[src/rtl/ahb2apb_mux.sv]
// rtl/ahb2apb_mux.sv - AHB-Lite slave to multi-slave APB4 bridge
// Decodes one AHB slot into NUM_SLAVES APB peripherals with timeout and two-cycle ERROR response.
module ahb2apb_mux #(
  parameter int ADDR_BITS  = 32,
  parameter int DATA_BITS  = 32,
  parameter int NUM_SLAVES = 4,
  parameter int SLOT_BITS  = 12,
  parameter int TIMEOUT    = 256
) (
  input  logic                             clock,
  input  logic                             reset,
  input  logic                             ahb_hsel,
  input  logic [1:0]                       ahb_htrans,
  input  logic                             ahb_hready,
  input  logic                             ahb_hwrite,
  input  logic [ADDR_BITS-1:0]             ahb_haddr,
  input  logic [2:0]                       ahb_hsize,
  input  logic [3:0]                       ahb_hprot,
  input  logic [DATA_BITS-1:0]             ahb_hwdata,
  output logic [DATA_BITS-1:0]             ahb_hrdata,
  output logic                             ahb_hreadyout,
  output logic                             ahb_hresp,
  output logic [NUM_SLAVES-1:0]            apb_psel,
  output logic                             apb_penable,
  output logic                             apb_pwrite,
  output logic [ADDR_BITS-1:0]             apb_paddr,
  output logic [DATA_BITS-1:0]             apb_pwdata,
  output logic [DATA_BITS/8-1:0]           apb_pstrb,
  output logic [2:0]                       apb_pprot,
  input  logic [NUM_SLAVES-1:0]            apb_pready,
  input  logic [NUM_SLAVES-1:0]            apb_pslverr,
  input  logic [NUM_SLAVES*DATA_BITS-1:0]  apb_prdata
);

  localparam int STRB     = DATA_BITS / 8;
  localparam int ALIGN    = $clog2(STRB);
  localparam int DEC_BITS = 4;
  localparam int CNT_BITS = (TIMEOUT > 1) ? $clog2(TIMEOUT) : 1;

  localparam logic [DEC_BITS:0]   NUM_SL   = (DEC_BITS+1)'(NUM_SLAVES);
  localparam logic [2:0]          ALIGN_W  = 3'(ALIGN);
  localparam logic [CNT_BITS-1:0] CNT_LAST = CNT_BITS'(TIMEOUT - 1);
  localparam logic [2*STRB-1:0]   ONE_W    = (2*STRB)'(1);

  typedef enum logic [2:0] {
    S_IDLE, S_DECODE, S_SETUP, S_ACCESS, S_ERR1, S_ERR2
  } state_t;

  state_t                 state_q, state_d;
  logic [ADDR_BITS-1:0]   addr_q, addr_d;
  logic                   write_q, write_d;
  logic [2:0]             size_q, size_d;
  logic [1:0]             prot_q, prot_d;
  logic [CNT_BITS-1:0]    cnt_q, cnt_d;
  logic [NUM_SLAVES-1:0]  psel_q, psel_d;
  logic                   penable_q, penable_d;
  logic                   pwrite_q, pwrite_d;
  logic [ADDR_BITS-1:0]   paddr_q, paddr_d;
  logic [DATA_BITS-1:0]   pwdata_q, pwdata_d;
  logic [STRB-1:0]        pstrb_q, pstrb_d;
  logic [2:0]             pprot_q, pprot_d;
  logic [DATA_BITS-1:0]   hrdata_q, hrdata_d;

  logic                   accept;
  logic [DEC_BITS-1:0]    slot;
  logic                   dec_err;
  logic [NUM_SLAVES-1:0]  sel_dec;
  logic [2*STRB-1:0]      strb_wide;
  logic                   pready_sel;
  logic                   pslverr_sel;
  logic [DATA_BITS-1:0]   prdata_sel;
  logic                   unused_bits;

  assign unused_bits = ^{ahb_htrans[0], ahb_hprot[3:2]};

  always_comb begin
    state_d   = state_q;
    addr_d    = addr_q;
    write_d   = write_q;
    size_d    = size_q;
    prot_d    = prot_q;
    cnt_d     = cnt_q;
    psel_d    = psel_q;
    penable_d = penable_q;
    pwrite_d  = pwrite_q;
    paddr_d   = paddr_q;
    pwdata_d  = pwdata_q;
    pstrb_d   = pstrb_q;
    pprot_d   = pprot_q;
    hrdata_d  = hrdata_q;

    accept = ahb_hsel & ahb_htrans[1] & ahb_hready;
    // A full 4-bit slot field is decoded so windows above NUM_SLAVES never alias onto a real slave.
    slot    = addr_q[SLOT_BITS +: DEC_BITS];
    dec_err = ({1'b0, slot} >= NUM_SL) || (size_q > ALIGN_W);
    for (int i = 0; i < NUM_SLAVES; i++) begin
      sel_dec[i] = (slot == DEC_BITS'(i));
    end
    strb_wide = ((ONE_W << (8'd1 << size_q)) - ONE_W) << addr_q[ALIGN-1:0];

    pready_sel  = |(apb_pready & psel_q);
    pslverr_sel = |(apb_pslverr & psel_q);
    prdata_sel  = '0;
    for (int i = 0; i < NUM_SLAVES; i++) begin
      if (psel_q[i]) prdata_sel = prdata_sel | apb_prdata[i*DATA_BITS +: DATA_BITS];
    end

    case (state_q)
      S_IDLE, S_ERR2: begin
        state_d = S_IDLE;
        if (accept) begin
          addr_d  = ahb_haddr;
          write_d = ahb_hwrite;
          size_d  = ahb_hsize;
          prot_d  = ahb_hprot[1:0];
          state_d = S_DECODE;
        end
      end
      S_DECODE: begin
        pwdata_d = ahb_hwdata;
        if (dec_err) begin
          state_d = S_ERR1;
        end else begin
          psel_d   = sel_dec;
          pwrite_d = write_q;
          paddr_d  = {addr_q[ADDR_BITS-1:ALIGN], {ALIGN{1'b0}}};
          pprot_d  = {~prot_q[0], 1'b0, prot_q[1]};
          pstrb_d  = write_q ? strb_wide[STRB-1:0] : '0;
          state_d  = S_SETUP;
        end
      end
      S_SETUP: begin
        penable_d = 1'b1;
        cnt_d     = '0;
        state_d   = S_ACCESS;
      end
      S_ACCESS: begin
        if (pready_sel) begin
          psel_d    = '0;
          penable_d = 1'b0;
          if (pslverr_sel) begin
            state_d = S_ERR1;
          end else begin
            if (!pwrite_q) hrdata_d = prdata_sel;
            state_d = S_IDLE;
          end
        end else if ((TIMEOUT != 0) && (cnt_q == CNT_LAST)) begin
          psel_d    = '0;
          penable_d = 1'b0;
          state_d   = S_ERR1;
        end else begin
          cnt_d = cnt_q + CNT_BITS'(1);
        end
      end
      S_ERR1:  state_d = S_ERR2;
      default: state_d = S_IDLE;
    endcase
  end

  always_ff @(posedge clock) begin
    if (reset) begin
      state_q   <= S_IDLE;
      addr_q    <= '0;
      write_q   <= 1'b0;
      size_q    <= '0;
      prot_q    <= '0;
      cnt_q     <= '0;
      psel_q    <= '0;
      penable_q <= 1'b0;
      pwrite_q  <= 1'b0;
      paddr_q   <= '0;
      pwdata_q  <= '0;
      pstrb_q   <= '0;
      pprot_q   <= '0;
      hrdata_q  <= '0;
    end else begin
      state_q   <= state_d;
      addr_q    <= addr_d;
      write_q   <= write_d;
      size_q    <= size_d;
      prot_q    <= prot_d;
      cnt_q     <= cnt_d;
      psel_q    <= psel_d;
      penable_q <= penable_d;
      pwrite_q  <= pwrite_d;
      paddr_q   <= paddr_d;
      pwdata_q  <= pwdata_d;
      pstrb_q   <= pstrb_d;
      pprot_q   <= pprot_d;
      hrdata_q  <= hrdata_d;
    end
  end

  assign ahb_hreadyout = (state_q == S_IDLE) || (state_q == S_ERR2);
  assign ahb_hresp     = (state_q == S_ERR1) || (state_q == S_ERR2);
  assign ahb_hrdata    = hrdata_q;
  assign apb_psel      = psel_q;
  assign apb_penable   = penable_q;
  assign apb_pwrite    = pwrite_q;
  assign apb_paddr     = paddr_q;
  assign apb_pwdata    = pwdata_q;
  assign apb_pstrb     = pstrb_q;
  assign apb_pprot     = pprot_q;

endmodule

[config.mk]
export PLATFORM = sky130hd
export DESIGN_NAME = ahb2apb_mux
export DESIGN_NICKNAME = d
export VERILOG_FILES = /design/src/rtl/ahb2apb_mux.sv
export SDC_FILE = /design/constraint.sdc
export NUM_CORES = 1
export LEC_CHECK = 0
export ABC_AREA = 1
export CAP_MARGIN = 40
export CORE_UTILIZATION = 35
export DETAILED_ROUTE_END_ITERATION = 7
export PLACE_DENSITY = 0.82
export RECOVER_POWER = 100
export SYNTH_ARGS = -nofsm -noshare
export SYNTH_HDL_FRONTEND = slang
export SYNTH_SLANG_ARGS = --single-unit
[constraint.sdc]
create_clock -name clock -period 3.2 [get_ports clock]
set_input_delay 0.32 -clock clock [delete_from_list [all_inputs] [get_ports clock]]
set_output_delay 0.32 -clock clock [all_outputs]
set_load 0.05 [all_outputs]
==> impl_metrics.py, run 1 <==
metrics = {
    "layout": {
        "finish.instance_area_mm2": 0.0106,
        "area_growth_syn_to_layout_pct": 57.3,
        "fillerInstances": 1693,
        "final_core_utilization_pct": 56.4,
        "ratio_of_cells_with_drive_above_1_in_the_final_layout_pct": 3.77,
        "instances_no_fill": 1538,
        "number_of_nets_at_the_end_of_the_flow": 1504,
    },
    "sta": {
        "setup_violations": 0,
        "post_route_hold_slack_ns": 0.357,
        "hold_violations": 0,
        "timing.slew.headroom_pct": 16.9,
        "fin_setup_tns_ns": 0,
        "fin_crit_sh_pct": 79.4,
        "number_of_pins_exceeding_their_max_slew_limit_in_the_final_report": 0,
        "grt_setup_unrepaired": "false",
        "worst_slew_pin_tran_ns": 1.25,
        "period_minus_slack_ns": 2.54,
        "fmax_mhz": 394,
        "worst_clock_skew_ns": 0.00929,
    },
    "synthesis": {
        "yosysMostFrequentCell": "sky130_fd_sc_hd__nand2_1",
        "synth_top_area_share_pct": 46.1,
        "synth.ff_latch_count": 155,
        "synth.largest_area_cell": "sky130_fd_sc_hd__dfxtp_1",
        "synth-edff-count": 0,
        "synthTopCellsByCount": "sky130_fd_sc_hd__nand2_1, sky130_fd_sc_hd__nor2_1, sky130_fd_sc_hd__dfxtp_1",
        "syn_inst": 1004,
        "syn-cell-area_mm2": 0.00673,
        "yosys_warnings": 0,
        "synth-async-reset-ratio_pct": 0,
        "yosys_most_used_dff": "sky130_fd_sc_hd__dfxtp_1",
        "post_synthesis_sequential_area_ratio_pct": 46.1,
        "post_synth.cell_area_avg_um2": 6.70,
        "synth_cell_type_count": 28,
        "synth_area_leaders": "sky130_fd_sc_hd__dfxtp_1, sky130_fd_sc_hd__nand2_1, sky130_fd_sc_hd__nor2_1, sky130_fd_sc_hd__o21ai_0, sky130_fd_sc_hd__a21oi_1",
    },
    "routing": {
        "drt_iter0_drc": 360,
        "route.detailed.wl_per_inst_um": 14.0,
        "routed-via-count": 7318,
        "via_per_inst": 4.76,
        "detail_route.wirelength_um": 21600,
        "drt_first_pass_iters": 7,
        "postRouteAntennaNets": 0,
        "drc_violation_count_after_routing": 0,
    },
    "floorplan": {
        "floorplan.initialDensity_pct": 35.8,
        "dieArea_mm2": 0.0198,
        "core.rowCount": 50,
        "floorplan.core_area_mm2": 0.0188,
        "io_pins": 325,
        "die_height_um": 141,
        "die_width_um": 141,
    },
    "clocking": {
        "cts.htree.levels": 4,
        "cts_buffer_depth": 2,
        "tritoncts_clock_tree": "built",
        "clk_pin_slew_ns": 0.07,
        "ctsHoldBuffers": 0,
        "cts.sink_count": 155,
        "cts_made_buffers": 17,
        "clkLatencyLatePin_ns": 0.41,
        "clk_root_buffer_cell": "sky130_fd_sc_hd__clkbuf_16",
        "cts.repair.resized": 0,
        "cts_setup_buffers": 0,
    },
    "global_route": {
        "grtUsageTotal_pct": 21.7,
        "antenna_violations_before_repair": 3,
        "grt_pass1_wl_um": 34000,
        "grt_start_max_net_pins": 82,
        "grt_pass1_vias": 6810,
        "final_global_route_overflow_total": 0,
    },
    "worst_setup_path": {
        "worstSetupEndpointType": "primary output",
        "cp_data_arrival_time_ns": 2.22,
        "crit_required_ns": 2.88,
        "cp_num_buf_inv": 1,
        "rrSetupSlack_ns": 0.67,
        "cpLargestDelayFamily": "buffers and inverters",
        "worstPathCellList": "dlygate4sd3_1",
        "worst-setup-path-type": "flip-flop to primary output",
        "crit_fanout": 20,
        "critPathMaxStageDelay_ns": 0.97,
        "start_kind": "flip-flop",
        "worst_path_max_delay_cell": "sky130_fd_sc_hd__dlygate4sd3_1",
    },
    "run": {
        "total_of_max_cap_violations": 0,
    },
    "worst_hold_path": {
        "hold_path.class": "input pin to flip-flop",
    },
    "place": {
        "place_hpwl_um": 15200,
        "dpl.cell_count": 1504,
        "post_dp_cell_area_mm2": 0.0100,
        "finalWeightedCongestion": 0.892,
        "place.port_buffers": 318,
    },
    "outcome": {
        "outcome": "complete, no violations",
    },
    "power": {
        "p_leak_uw": 0.00469,
        "ir_worst_vdd_mv": 0.345,
        "pwr_density_cell_mw_per_mm2": 493,
    },
}
-- worst paths after layout --
kind	from	end	cells after the start
worst max-delay path	apb_psel[1]	apb_psel[1]	1
worst max register to register	state_q[0]	cnt_q[6]	9
worst min register to register	apb_paddr[14]	apb_paddr[14]	2
worst min-delay path	reset	apb_paddr[31]	4
-- logic make-up after synthesis --
group	Yosys count	share of synthesized area [%]
AO/OA/AOI/OAI	133	9.99
XOR/XNOR	2	0.261
adder cells (fa/ha/maj)	1	0.186
buffers and inverters	118	7.14
flip-flops	155	46.1
other	1	0.0558
AND/OR/NAND/NOR	594	36.2
-- cell type report --
type	count	area, um^2	area share, %
repair buffers	330	3280	31.0
well taps	234	293	2.77
clock inverters	14	136	1.29
inverters	52	195	1.85
diodes	3	7.51	0.0710
multi-input cells	733	3140	29.7
flip-flops and latches	155	3100	29.3
clock buffers	17	425	4.02
-- where the power goes --
part / leakage (uW) / internal, uW / switching, uW / total, uW
Sequential: 0.00126 / 2040 / 68.4 / 2110
Combinational: 0.00316 / 473 / 692 / 1170
Clock: 0.000272 / 1090 / 856 / 1940
-- registers in the layout, indices dropped and copies added (netlist names) --
signal and count:
addr_q 32, ahb_hrdata 32, apb_pwdata 32, apb_paddr 30
cnt_q 8, apb_psel 4, apb_pstrb 4, size_q 3
state_q 3, apb_pprot 2, prot_q 2, apb_penable 1
apb_pwrite 1, write_q 1
-- placed cells by master, fill, tap and decap left out, drive strengths merged, types with 3 or more instances in the layout --
cell type / n
a21oi: 55
clkbuf: 17
nor2: 219
clkinv: 3
conb: 3
nor3: 6
clkdlybuf4s50: 209
buf: 13
dlygate4sd3: 108
o21ai: 74
nand4: 35
clkinvlp: 3
dfxtp: 155
nand3: 45
nand3b: 5
nand2: 283
inv: 59
diode: 3
a31oi: 3
-- per-layer routing --
layer	GRT usage (%)	wire (um)
met5	0	0
met2	38.5	10500
met1	24.5	8860
met3	7.37	1920
met4	6.64	333
-- through the flow --
step	power (uW)	setup slack, ns
after global routing	5460	0.393
after floorplan	2820	1.21
final	5220	0.661
after global placement	3350	1.09
after CTS	5310	0.646
after detailed placement	3360	1.07
No activity file was read; power rests on OpenSTA's default activity.
==> run 2, diff against run 1 <==
==> constraint.sdc (replaced) <==
create_clock -name clock -period 2.4 [get_ports clock]
set_input_delay 0.24 -clock clock [delete_from_list [all_inputs] [get_ports clock]]
set_output_delay 0.24 -clock clock [all_outputs]
set_load 0.05 [all_outputs]
==> impl_metrics.py, run 2 (synthesis gave the netlist of run 1 again) <==
metrics = {
    "sta": {
        "fin_setup_tns_ns": 0,
        "timing.slew.headroom_pct": 45.7,
        "number_of_pins_exceeding_their_max_slew_limit_in_the_final_report": 0,
        "worst_slew_pin_tran_ns": 0.814,
        "worst_clock_skew_ns": 0.0148,
        "period_minus_slack_ns": 2.20,
        "hold_violations": 0,
        "grt_setup_unrepaired": "false",
        "fin_crit_sh_pct": 91.9,
        "setup_violations": 0,
        "fmax_mhz": 454,
    },
    "clocking": {
        "cts_buffer_depth": 2,
        "clk_root_buffer_cell": "sky130_fd_sc_hd__clkbuf_16",
        "cts_setup_buffers": 0,
        "cts_made_buffers": 17,
        "clkLatencyLatePin_ns": 0.42,
        "cts.repair.resized": 0,
        "cts.sink_count": 155,
        "tritoncts_clock_tree": "built",
        "clk_pin_slew_ns": 0.07,
        "ctsHoldBuffers": 0,
        "cts.htree.levels": 4,
    },
    "floorplan": {
        "io_pins": 325,
        "core.rowCount": 50,
        "die_height_um": 141,
        "dieArea_mm2": 0.0198,
        "die_width_um": 141,
        "floorplan.core_area_mm2": 0.0188,
        "floorplan.initialDensity_pct": 35.8,
    },
    "outcome": {
        "outcome": "complete, no violations",
    },
    "worst_setup_path": {
        "crit_required_ns": 2.16,
        "cp_data_arrival_time_ns": 1.96,
        "rrSetupSlack_ns": 0.30,
        "worst-setup-path-type": "flip-flop to primary output",
        "crit_fanout": 3,
        "worstSetupEndpointType": "primary output",
        "start_kind": "flip-flop",
    },
    "global_route": {
        "antenna_violations_before_repair": 4,
        "grt_pass1_wl_um": 34100,
        "grt_pass1_vias": 7013,
        "grtUsageTotal_pct": 21.7,
        "final_global_route_overflow_total": 0,
        "grt_start_max_net_pins": 61,
    },
    "place": {
        "place_hpwl_um": 15700,
        "post_dp_cell_area_mm2": 0.0101,
        "place.port_buffers": 318,
        "dpl.cell_count": 1508,
        "finalWeightedCongestion": 0.884,
    },
    "layout": {
        "area_growth_syn_to_layout_pct": 57.9,
        "fillerInstances": 1749,
        "number_of_nets_at_the_end_of_the_flow": 1508,
        "final_core_utilization_pct": 56.6,
        "layout_common_cells": "sky130_fd_sc_hd__nand2_1, sky130_fd_sc_hd__nor2_1, sky130_fd_sc_hd__clkdlybuf4s50_1",
        "final_common_cell": "sky130_fd_sc_hd__nand2_1",
        "finish.instance_area_mm2": 0.0106,
        "instances_no_fill": 1544,
        "ratio_of_cells_with_drive_above_1_in_the_final_layout_pct": 4.29,
    },
    "routing": {
        "postRouteAntennaNets": 0,
        "drt_iter0_drc": 325,
        "via_per_inst": 4.81,
        "drc_violation_count_after_routing": 0,
        "routed-via-count": 7426,
        "drt_first_pass_iters": 4,
        "detail_route.wirelength_um": 22000,
        "route.detailed.wl_per_inst_um": 14.2,
    },
    "power": {
        "design_power_uw": 7000,
        "p_clk_share_pct": 37.5,
        "ir_worst_vdd_mv": 0.466,
        "comb_power_share_pct": 22.4,
        "power.share.sequential_pct": 40.1,
        "switchingPower_uw": 2250,
        "pwr_density_cell_mw_per_mm2": 659,
        "p_leak_uw": 0.00470,
        "switching_share_pct": 32.2,
        "power.internal_uw": 4740,
    },
    "run": {
        "total_of_max_cap_violations": 0,
    },
    "worst_hold_path": {
        "hold_path.class": "input pin to flip-flop",
    },
}
run 2: cell types whose count changed in the layout (fill, tap and decap cells not counted), moves of 2 or more:
cell	delta
sky130_fd_sc_hd__clkinv_8	+2
sky130_fd_sc_hd__clkbuf_1	+3
sky130_fd_sc_hd__dlygate4sd3_1	-5
sky130_fd_sc_hd__buf_12	+3
sky130_fd_sc_hd__buf_4	-3
sky130_fd_sc_hd__inv_6	+2
sky130_fd_sc_hd__clkbuf_2	+6
sky130_fd_sc_hd__clkinv_2	-2
run 2: final cells by class:
class,instances,area (um^2),share of cell area [%]
timing repair buffer,334,3310,31.2
multi-input combinational,733,3130,29.5
sequential,155,3100,29.2
clock buffer,17,425,4.01
tap,234,293,2.76
inverter,52,195,1.84
clock inverter,15,150,1.41
antenna,4,10.0,0.0943
run 2: power by group through the flow:
| stage | combinational (uW) | clock [uW] | sequential, uW |
|---|---|---|---|
| after floorplan | 568 | 0 | 3190 |
| after global placement | 1610 | 0 | 2870 |
| after detailed placement | 1630 | 0 | 2870 |
| after CTS | 1630 | 2690 | 2820 |
| after global routing | 1690 | 2810 | 2830 |
| final | 1570 | 2620 | 2810 |
run 2: routing by layer:
metal / GRT usage [%] / vias to the layer above / wire length, um / part of all wire (%)
li1: - / 3775 / - / -
met1: 23.9 / 3354 / 8990 / 41
met2: 38.4 / 266 / 10700 / 49
met3: 7.17 / 31 / 1810 / 8.2
met4: 8.98 / 0 / 507 / 2.3
met5: 0 / - / 0 / 0
run 2: final timing paths:
path	depth (start not counted)	end	start
max	3	ahb_hresp	state_q[2]
min	4	apb_paddr[2]	reset
max reg2reg	8	ahb_hrdata[4]	state_q[0]
min reg2reg	2	apb_paddr[15]	apb_paddr[15]
run 2: worst max-delay path: stages, from the launching register on:
cell                            delay [ns]
sky130_fd_sc_hd__dfxtp_1              0.45
sky130_fd_sc_hd__inv_1                0.12
sky130_fd_sc_hd__nor2_1               0.09
sky130_fd_sc_hd__dlygate4sd3_1        0.89
run 2: per-stage QoR:
stage               hold slack (ns)  worst slack [ns]
detailed placement            0.436             0.532
floorplan                     0.404             0.406
global route                  0.341            0.0926
finish                        0.337             0.195
CTS                           0.317             0.232
global placement              0.414             0.566
==> run 3, diff against run 2 <==
--- a/config.mk
+++ b/config.mk
@@ -9,6 +9,7 @@
 export CAP_MARGIN = 40
 export CORE_UTILIZATION = 35
 export DETAILED_ROUTE_END_ITERATION = 7
+export GPL_ROUTABILITY_DRIVEN = 1
 export PLACE_DENSITY = 0.82
 export RECOVER_POWER = 100
 export SYNTH_ARGS = -nofsm -noshare
==> results of run 3 <==
Same layout as run 2: the final DEF is identical, and so are final timing and power.
